### config.mk
export PLATFORM = sky130hd
export DESIGN_NAME = rtc_bcd_alarm
export DESIGN_NICKNAME = d
export VERILOG_FILES = /design/src/rtl/clk_pkg.sv /design/src/rtl/bcd_field_cnt.sv /design/src/rtl/rtc_bcd_alarm.sv
export SDC_FILE = /design/constraint.sdc
export NUM_CORES = 1
export LEC_CHECK = 0
export ABC_CLOCK_PERIOD_IN_PS = 6800
export CAP_MARGIN = 15
export CORE_MARGIN = 2
export CORE_UTILIZATION = 61
export CTS_BUF_LIST = sky130_fd_sc_hd__clkbuf_8
export DETAILED_ROUTE_END_ITERATION = 7
export PLACE_DENSITY = 0.83
export REMOVE_ABC_BUFFERS = 1
export SLEW_MARGIN = 5
export SYNTH_ARGS = -nofsm -noshare
export SYNTH_HDL_FRONTEND = slang
export SYNTH_SLANG_ARGS = --single-unit
### constraint.sdc
create_clock -name clk -period 6.8 [get_ports clk]
set_clock_uncertainty 0.15 [all_clocks]
set_input_delay 1.02 -clock clk [delete_from_list [all_inputs] [get_ports clk]]
set_output_delay 1.02 -clock clk [all_outputs]
set_load 0.02 [all_outputs]
### src/rtl/clk_pkg.sv
// Shared types and constants for the BCD real-time clock with alarm.
package clk_pkg;

    typedef logic [3:0] bcd_t;

    localparam int HOUR_WRAP  = 23;
    localparam int MIN_WRAP   = 59;
    localparam int SEC_WRAP   = 59;
    localparam int H12_OFFSET = 12;

    typedef enum logic [1:0] {SEL_NONE, SEL_HOUR, SEL_MIN, SEL_SEC} sel_e;

    function automatic logic [4:0] hour_bin(input bcd_t t, input bcd_t u);
        return {1'b0, t} * 5'd10 + {1'b0, u};
    endfunction

    // Folds a 0..23 hour onto the 1..12 face; pm is derived separately.
    function automatic logic [4:0] to_12h(input logic [4:0] h);
        if (h == 5'd0)
            return 5'(H12_OFFSET);
        else if (h > 5'(H12_OFFSET))
            return h - 5'(H12_OFFSET);
        else
            return h;
    endfunction

    function automatic logic [7:0] hour_bcd(input logic [4:0] h);
        logic [4:0] r;
        bcd_t       t;
        if (h >= 5'd20) begin
            t = 4'd2;
            r = h - 5'd20;
        end else if (h >= 5'd10) begin
            t = 4'd1;
            r = h - 5'd10;
        end else begin
            t = 4'd0;
            r = h;
        end
        return {t, r[3:0]};
    endfunction

endpackage

### src/rtl/bcd_field_cnt.sv
// Tens/units BCD field register that increments and wraps at MAX_T:MAX_U.
module bcd_field_cnt
    import clk_pkg::*;
#(
    parameter int MAX_T = 5,
    parameter int MAX_U = 9
) (
    input  logic clk,
    input  logic rst,
    input  logic inc,
    output bcd_t t,
    output bcd_t u,
    output bcd_t nxt_t,
    output bcd_t nxt_u,
    output logic carry_out
);

    localparam bcd_t MT = bcd_t'(MAX_T);
    localparam bcd_t MU = bcd_t'(MAX_U);

    // Units roll at 9 except on the top tens digit, which also covers 23 for hours.
    always_comb begin
        carry_out = (t == MT) && (u == MU);
        nxt_t     = t;
        nxt_u     = u + 4'd1;
        if (carry_out) begin
            nxt_t = 4'd0;
            nxt_u = 4'd0;
        end else if (u == 4'd9) begin
            nxt_t = t + 4'd1;
            nxt_u = 4'd0;
        end
    end

    always_ff @(posedge clk or posedge rst) begin
        if (rst) begin
            t <= 4'd0;
            u <= 4'd0;
        end else if (inc) begin
            t <= nxt_t;
            u <= nxt_u;
        end
    end

endmodule

### src/rtl/rtc_bcd_alarm.sv
// BCD time-of-day clock with prescaler, per-field set mode, 12/24h display
// and an hh:mm alarm with ring timeout and acknowledge.
module rtc_bcd_alarm
    import clk_pkg::*;
#(
    parameter  int CLK_HZ   = 1000,
    parameter  int RING_SEC = 60,
    localparam int PW       = $clog2(CLK_HZ)
) (
    input  logic       clk,
    input  logic       rst,
    input  logic       set_en,
    input  logic       set_alm,
    input  logic       sel_hour,
    input  logic       sel_min,
    input  logic       sel_sec,
    input  logic       set_inc,
    input  logic       mode12,
    input  logic       alm_en,
    input  logic       alm_ack,
    output logic [3:0] hr_t,
    output logic [3:0] hr_u,
    output logic [3:0] min_t,
    output logic [3:0] min_u,
    output logic [3:0] sec_t,
    output logic [3:0] sec_u,
    output logic       pm,
    output logic       sec_tick,
    output logic       alarm_ring
);

    localparam logic [PW-1:0] PRE_MAX = PW'(CLK_HZ - 1);
    localparam int            RW      = $clog2(RING_SEC + 1);
    localparam logic [RW-1:0] RING_LD = RW'(RING_SEC);

    logic [PW-1:0] pre_cnt;
    logic [RW-1:0] ring_cnt;
    logic          tick, inc_prev, set_rise, trigger;
    sel_e          sel;

    bcd_t th_t, th_u, tm_t, tm_u, ts_t, ts_u;
    bcd_t th_nt, th_nu, tm_nt, tm_nu, ts_nt, ts_nu;
    bcd_t ah_t, ah_u, am_t, am_u;
    bcd_t ah_nt, ah_nu, am_nt, am_nu;
    logic th_cy, tm_cy, ts_cy, ah_cy, am_cy;
    logic ts_inc, tm_inc, th_inc, am_inc, ah_inc;

    // Prescaler is parked at 0 in set mode so a full second follows release.
    always_ff @(posedge clk or posedge rst) begin
        if (rst)
            pre_cnt <= '0;
        else if (set_en || pre_cnt == PRE_MAX)
            pre_cnt <= '0;
        else
            pre_cnt <= pre_cnt + 1'b1;
    end

    assign tick = !set_en && (pre_cnt == PRE_MAX);

    always_ff @(posedge clk or posedge rst) begin
        if (rst) begin
            sec_tick <= 1'b0;
            inc_prev <= 1'b0;
        end else begin
            sec_tick <= tick;
            inc_prev <= set_inc;
        end
    end

    assign set_rise = set_en && set_inc && !inc_prev;

    always_comb begin
        sel = SEL_NONE;
        if (sel_hour)
            sel = SEL_HOUR;
        else if (sel_min)
            sel = SEL_MIN;
        else if (sel_sec)
            sel = SEL_SEC;
    end

    // Manual edits never carry; ticks ripple through the carry chain.
    always_comb begin
        ts_inc = tick || (set_rise && !set_alm && sel == SEL_SEC);
        tm_inc = (tick && ts_cy) || (set_rise && !set_alm && sel == SEL_MIN);
        th_inc = (tick && ts_cy && tm_cy) || (set_rise && !set_alm && sel == SEL_HOUR);
        am_inc = set_rise && set_alm && sel == SEL_MIN;
        ah_inc = set_rise && set_alm && sel == SEL_HOUR;
    end

    bcd_field_cnt #(.MAX_T(SEC_WRAP / 10), .MAX_U(SEC_WRAP % 10)) u_sec (
        .clk(clk), .rst(rst), .inc(ts_inc), .t(ts_t), .u(ts_u),
        .nxt_t(ts_nt), .nxt_u(ts_nu), .carry_out(ts_cy)
    );

    bcd_field_cnt #(.MAX_T(MIN_WRAP / 10), .MAX_U(MIN_WRAP % 10)) u_min (
        .clk(clk), .rst(rst), .inc(tm_inc), .t(tm_t), .u(tm_u),
        .nxt_t(tm_nt), .nxt_u(tm_nu), .carry_out(tm_cy)
    );

    bcd_field_cnt #(.MAX_T(HOUR_WRAP / 10), .MAX_U(HOUR_WRAP % 10)) u_hour (
        .clk(clk), .rst(rst), .inc(th_inc), .t(th_t), .u(th_u),
        .nxt_t(th_nt), .nxt_u(th_nu), .carry_out(th_cy)
    );

    bcd_field_cnt #(.MAX_T(MIN_WRAP / 10), .MAX_U(MIN_WRAP % 10)) u_alm_min (
        .clk(clk), .rst(rst), .inc(am_inc), .t(am_t), .u(am_u),
        .nxt_t(am_nt), .nxt_u(am_nu), .carry_out(am_cy)
    );

    bcd_field_cnt #(.MAX_T(HOUR_WRAP / 10), .MAX_U(HOUR_WRAP % 10)) u_alm_hour (
        .clk(clk), .rst(rst), .inc(ah_inc), .t(ah_t), .u(ah_u),
        .nxt_t(ah_nt), .nxt_u(ah_nu), .carry_out(ah_cy)
    );

    logic unused_ok;
    assign unused_ok = ^{th_cy, ah_cy, am_cy, ah_nt, ah_nu, am_nt, am_nu, ts_nt, ts_nu};

    // Match against the post-tick time so the ring asserts right after the tick.
    always_comb begin
        bcd_t nh_t, nh_u;
        nh_t = tm_cy ? th_nt : th_t;
        nh_u = tm_cy ? th_nu : th_u;
        trigger = tick && ts_cy && alm_en
                  && ({tm_nt, tm_nu} == {am_t, am_u})
                  && ({nh_t, nh_u} == {ah_t, ah_u});
    end

    always_ff @(posedge clk or posedge rst) begin
        if (rst) begin
            alarm_ring <= 1'b0;
            ring_cnt   <= '0;
        end else if (alm_ack || !alm_en) begin
            alarm_ring <= 1'b0;
            ring_cnt   <= '0;
        end else if (trigger) begin
            alarm_ring <= 1'b1;
            ring_cnt   <= RING_LD;
        end else if (tick && alarm_ring) begin
            ring_cnt <= ring_cnt - 1'b1;
            if (ring_cnt == RW'(1))
                alarm_ring <= 1'b0;
        end
    end

    always_comb begin
        logic       disp_alm;
        logic [4:0] h_bin;
        bcd_t       dh_t, dh_u;
        disp_alm       = set_en && set_alm;
        dh_t           = disp_alm ? ah_t : th_t;
        dh_u           = disp_alm ? ah_u : th_u;
        h_bin          = hour_bin(dh_t, dh_u);
        pm             = (h_bin >= 5'(H12_OFFSET));
        {hr_t, hr_u}   = hour_bcd(mode12 ? to_12h(h_bin) : h_bin);
        {min_t, min_u} = disp_alm ? {am_t, am_u} : {tm_t, tm_u};
        {sec_t, sec_u} = disp_alm ? 8'h00 : {ts_t, ts_u};
    end

endmodule

# Word level (Yosys, flattened, before mapping)
# Cells that the tools add are included.
# totals
ff_bits	59
word_cells	140
# op_classes
multipliers	1
n_reduce_logical	41
order_cmp	4
muxes	44
eq_ne	19
n_addsub	16
# ops
cell	n
$mux W4	26
$add A4 B1 Y4 const B	10
$logic_and A1 B1 Y1	22
$eq A4 B4 Y1 const B	5
$mux W6	3
$eq A4 B2 Y1 const B	4
$eq A8 B8 Y1	2
$mux W8	2
$mux W5	3
$eq A4 B3 Y1 const B	3
$add A10 B1 Y10 const B	1
$eq A10 B10 Y1 const B	1
$ge A5 B4 Y1 const B	2
$mux W10	1
$mux W2	4
$reduce_and A2 Y1	4
$eq A6 B1 Y1 const B	1
$reduce_bool A2 Y1	3
$reduce_bool A3 Y1	2
$sub A6 B1 Y6 const B	1
$add A5 B4 Y5	1
$ge A5 B5 Y1 const B	1
$gt A5 B4 Y1 const B	1
$logic_not A5 Y1	1
other kinds (9)	21

# Longest topological paths before layout
# logic_depth
depth_word	11
ltp_mapped	22
depth_no_buf	20

# By module
# Synthesis repeated with hierarchy kept, for this count alone.
# unflattened
hier_cells	557
hier_area_um2	5056.1
# by_module_without_submodules
mod	seq_area_each_um2	n_inst	area_per_inst_um2	cells_per_inst
rtc_bcd_alarm	475.5	1	2100.8	241
bcd_field_cnt at u_alm_min ...	200.2	3	580.6	62
bcd_field_cnt at u_alm_hour ...	200.2	2	606.8	65

# Worst setup path before layout
# No wires, ideal clock.
# synth_timing
kind	input -> output
start	in set_en
end	out hr_u[1]
t_arrival_ns	5.205
cell_stages	19
slack_ns	0.425
path_buffers	2
path_cell_list	and2_4 -> clkbuf_1 -> mux2_2 -> ha_1 -> ha_1 -> xor2_1 -> inv_1 -> ha_1 -> and3_1 -> o21bai_1 -> and3_1 -> clkbuf_1 -> inv_1 -> ha_1 -> nand2_1 -> and2_1 -> nand3_1 -> o21ai_0 -> xnor2_1
# synth_between
elab_chain_len	11
word_cells_on_any_way	17
cone_classes	add/sub (4); mul (1); order compare (3); mux (7); reduce/logical (2)
# synth_rtl
element	line	rtl
start: declaration	rtc_bcd_alarm.sv:12	input logic set_en,
$logic_and A1 B1 Y1 *	rtc_bcd_alarm.sv:150	disp_alm = set_en && set_alm;
$mux W4	rtc_bcd_alarm.sv:151	dh_t = disp_alm ? ah_t : th_t;
$mul A4 B3 Y4	clk_pkg.sv:14	return {1'b0, t} * 5'd10 + {1'b0, u};
$add A5 B4 Y5 *	clk_pkg.sv:14	
$sub A5 B4 Y5 / $gt A5 B4 Y1 (equally long branches)	clk_pkg.sv:22, clk_pkg.sv:21	
$mux W5	clk_pkg.sv:21	else if (h > 5'(H12_OFFSET))
$mux W5	clk_pkg.sv:19	if (h == 5'd0)
$mux W5 *	rtc_bcd_alarm.sv:155	{hr_t, hr_u} = hour_bcd(mode12 ? to_12h(h_bin) : h_bin);
$sub A4 B4 Y4 / $ge A5 B4 Y1 (equally long branches)	clk_pkg.sv:35, clk_pkg.sv:33	
$mux W4	clk_pkg.sv:33	end else if (h >= 5'd10) begin
$mux W4 *	clk_pkg.sv:30	if (h >= 5'd20) begin
end: declaration	rtc_bcd_alarm.sv:22	output logic [3:0] hr_u,
# Mark *: on every way between the ends. The rest lies on a longest branch, timed or not.

# Worst setup path in the final report
# layout_timing
start	in set_alm
end	out hr_u[3]
# layout_between
elab_chain_len	11
word_cells_on_any_way	17
cone_classes	add/sub (4); mul (1); order compare (3); mux (7); reduce/logical (2)
# layout_rtl
element	line	rtl
start: declaration	rtc_bcd_alarm.sv:13	input logic set_alm,
$logic_and A1 B1 Y1 *	rtc_bcd_alarm.sv:150	
$mux W4	rtc_bcd_alarm.sv:151	
$mul A4 B3 Y4	clk_pkg.sv:14	
$add A5 B4 Y5 *	clk_pkg.sv:14	
$sub A5 B4 Y5 / $gt A5 B4 Y1 (equally long branches)	clk_pkg.sv:22, clk_pkg.sv:21	
$mux W5	clk_pkg.sv:21	
$mux W5	clk_pkg.sv:19	
$mux W5 *	rtc_bcd_alarm.sv:155	
$sub A4 B4 Y4 / $ge A5 B4 Y1 (equally long branches)	clk_pkg.sv:35, clk_pkg.sv:33	
$mux W4	clk_pkg.sv:33	
$mux W4 *	clk_pkg.sv:30	
# Marks and branches as above.

==> summary.txt <==
Relative slew margins: 31.3%
Largest family of logic cells by synthesized area: simple AND/OR/NAND/NOR gates
IO Port Bufs: 35
Share of the synthesized area in the top cell type: 33.5%
Fillers: 560
Top Registers: pre_cnt (10), ring_cnt (6)
R2R depth: 9
Antenna viol nets, final: 0
Maxcap violations: 0
# setup viols final: 0
Synth Area in Compound Gates: 16.3%
Ys flop type: dfrtp_1
Initial core utilization: 63.9%
Share of layout cells above drive strength 1: 8.47%
DRC: 0
DR WL/cell: 15.5 um
Fmax: 152 MHz
CP arrival: 5.42 ns
Synth Warn #: 0
Die W: 89.0 um
Tot Pwr: 1.09 mW
CP Cell Sequence: clkdlybuf4s50_1 -> and2_4 -> mux2_2 -> ha_1 -> ha_1 -> and2_1 -> a221oi_2 -> xnor2_2 -> o21bai_1 -> and3_2 -> inv_1 -> ha_1 -> nand2_1 -> and2_1 -> a31o_4 -> nor2_1 -> a21oi_1 -> clkdlybuf4s50_1
Max FFs per register: 10
Postcts setup bufs: 0
Hold-critical path depth: 1
Worst setup SP type: input port
First-pass GRT wire length: 16800 um
Gpl congestion: 0.886
Grt total ovfl: 0
Initial antenna violation count: 0
Fin. Hold Viols: 0
CTS Sinks: 59
Slew Viols, Final: 0
Synth Cell Area: 4410 um^2
Layout area overhead: 13.6%
Yosys reg bits: 59
Worst setup EP type: output pin
Diode count: 0
Initial DRC Count: 162
GRT Util Overall: 27.4%
TritonCTS clock tree: yes
P_leak: 2.24 nW
DP HPWL: 7260 um
Sequential fraction of the synthesis area: 33.5%
Number of global-route vias before repair: 3661
Worst hold margin: 0.334 ns
Maximum VDD drop: 0.136 mV
Vias per std cell: 5.89
Worst-Skew Late Latency: 0.35 ns
CP max stage cell: clkdlybuf4s50_1
Number of flops mapped to enable cells by yosys: 0
Worst-path maximum fanout: 10
Xor/xnor share of the synthesized area: 8.51%
Req. time, crit path: 5.63 ns
Hold Buf Count CTS: 0
Clk slew on worst S/H paths: 0.07 ns
Reg2Reg Setup Slack: 3.60 ns
Root Driver: clkbuf_8
Clock buffer count from CTS: 9
Period utilization: 96.8%
Unique cell type count in the Yosys netlist: 67
Mapped Avg Cell Area: 8.75 um^2
Mux share of post-synthesis cell area: 3.74%
Largest net degree at the start of global routing: 60
Worst-margin pin slew: 1.02 ns
WL final: 9890 um
Pre-antenna DRT Iters: 4
HP Class: flop to flop
Worst Hold End: pre_cnt[0]$_DFF_PP0_
Die height: 89.0 um
Post-Synth Adder-Cell Area: 7.94%
R2r startpoint: u_hour.u[0]$_DFFE_PP0P_
Worst r2r dst: ring_cnt[1]$_DFFE_PP0P_
Max incr delay on CP: 0.61 ns
RSZ-0062 raised after global routing: false
CP dominant cell by count: ha_1
Outcome: completed
Ys async rst share: 100%
DIE AREA: 7930 um^2
Setup TNS Final: 0 ns
H-tree depth: 3
Top reg by flops: pre_cnt
Type of the worst setup path: input port to output pin
Syn Inst Count: 504
Simple-gate share of the synthesized area: 24.9%
Hold_sp: pre_cnt[0]$_DFF_PP0_
Clk buf depth: 2
Top Ports: 38
Nets@finish: 577
Area contributors post-synth: dfrtp_1 (33%), ha_1 (7.9%), xnor2_1 (5.0%)
Fin crit period: 6.59 ns
FP Rows: 30
Cell taking the most area after synthesis: dfrtp_1
Via count of the routed design: 3762
Power Density: 218 nW/um^2
Core area: 6910 um^2
-- synthesized netlist by cell type, types with 9 or more instances --
cell,number
nor2_1,31
o21ai_0,42
xor2_1,16
nor3_1,18
nand3_1,17
a21oi_1,18
and3_1,11
xnor2_1,25
nand2_1,46
dfrtp_1,59
o31ai_1,9
ha_1,28
and2_1,15
inv_1,31
-- logic make-up (layout without fill, tap and decap cells) --
| group | count (synthesis) | count (layout) |
|---|---|---|
| AND/OR/NAND/NOR | 196 | 196 |
| other | 1 | 2 |
| adder cells (fa/ha/maj) | 28 | 28 |
| buffers and inverters | 49 | 87 |
| flip-flops | 59 | 59 |
| AO/OA/AOI/OAI | 114 | 114 |
| XOR/XNOR | 42 | 42 |
| multiplexers | 15 | 15 |
-- worst max path at each step --
| stage | from | to | slack (ns) | depth (start not counted) |
|---|---|---|---|---|
| final | set_alm | hr_u[3] | 0.21 | 18 |
| after global placement | set_alm | hr_u[1] | 0.17 | 19 |
| after global routing | set_alm | hr_u[3] | 0.005 | 18 |
| after floorplan | set_en | hr_u[1] | 0.73 | 17 |
| after detailed placement | set_alm | hr_u[1] | -0.06 | 19 |
| after CTS | set_alm | hr_u[2] | 0.0005 | 19 |
-- metal layers --
metal / share of wire [%] / wire (um) / vias to the layer above / GRT usage, %
li1: - / - / 1849 / -
met1: 45 / 4410 / 1828 / 34.9
met2: 50 / 4990 / 74 / 47.4
met3: 3.6 / 359 / 11 / 5.82
met4: 1.3 / 127 / 0 / 7.46
met5: 0 / 0 / - / 0
-- per-stage QoR --
step	instance area, um^2	cells	utilization, %	worst slack (ns)
after floorplan	4310	487	-	0.729
after global placement	4820	623	69.7	0.167
after detailed placement	4820	623	69.7	-0.0577
after CTS	5000	639	72.4	0.000484
after global routing	5010	639	72.5	0.00460
final	5010	639	72.5	0.215
-- placed cells by master, fill, tap and decap left out, types with 3 or more instances in the layout --
cell             instances
dfrtp_1                 59
nand2_1                 46
o21ai_0                 42
clkdlybuf4s50_1         32
nor2_1                  31
inv_1                   31
ha_1                    28
xnor2_1                 25
nor3_1                  18
a21oi_1                 18
nand3_1                 17
and2_1                  15
xor2_1                  15
and3_1                  10
clkbuf_8                10
o31ai_1                  9
a21o_1                   8
mux2_2                   8
nand2b_1                 6
mux2i_1                  6
o21ai_1                  6
and3b_1                  5
a31oi_1                  5
nand4b_1                 5
nor2b_1                  5
nand4_1                  5
buf_4                    5
nor3b_1                  4
or4_1                    4
a211oi_1                 3
or3_1                    3
nand3b_1                 3
a21boi_0                 3
nor4b_1                  3
-- power breakdown --
group	total [mW]	internal, mW	switching (mW)
Clock	0.292	0.142	0.150
Combinational	0.364	0.161	0.204
Sequential	0.436	0.379	0.0565
Total	1.09	0.682	0.410
-- layout make-up --
cell class | count | area [um^2] | share of cell area [%]
Clock inverter | 6 | 41.3 | 0.824
Tap cell | 96 | 120 | 2.40
Sequential cell | 59 | 1480 | 29.5
Clock buffer | 10 | 138 | 2.75
Inverter | 31 | 116 | 2.32
Timing Repair Buffer | 40 | 392 | 7.82
Multi-Input combinational cell | 397 | 2730 | 54.4
-- worst max-delay path: cells and delay by family --
kind / cells / cell delay (ns)
AND/OR/NAND/NOR: 6 / 0.98
adder cells (fa/ha/maj): 3 / 0.82
XOR/XNOR: 1 / 0.22
AO/OA/AOI/OAI: 4 / 0.79
buffers and inverters: 3 / 1.21
multiplexers: 1 / 0.35
-- what timing repair did --
item | 4_1_cts | 5_1_grt
cloned | 0 | 0
endpoints found under the setup margin | 2 | 2
gates resized for setup | 3 | 2
(Power assumes the default switching activity.)
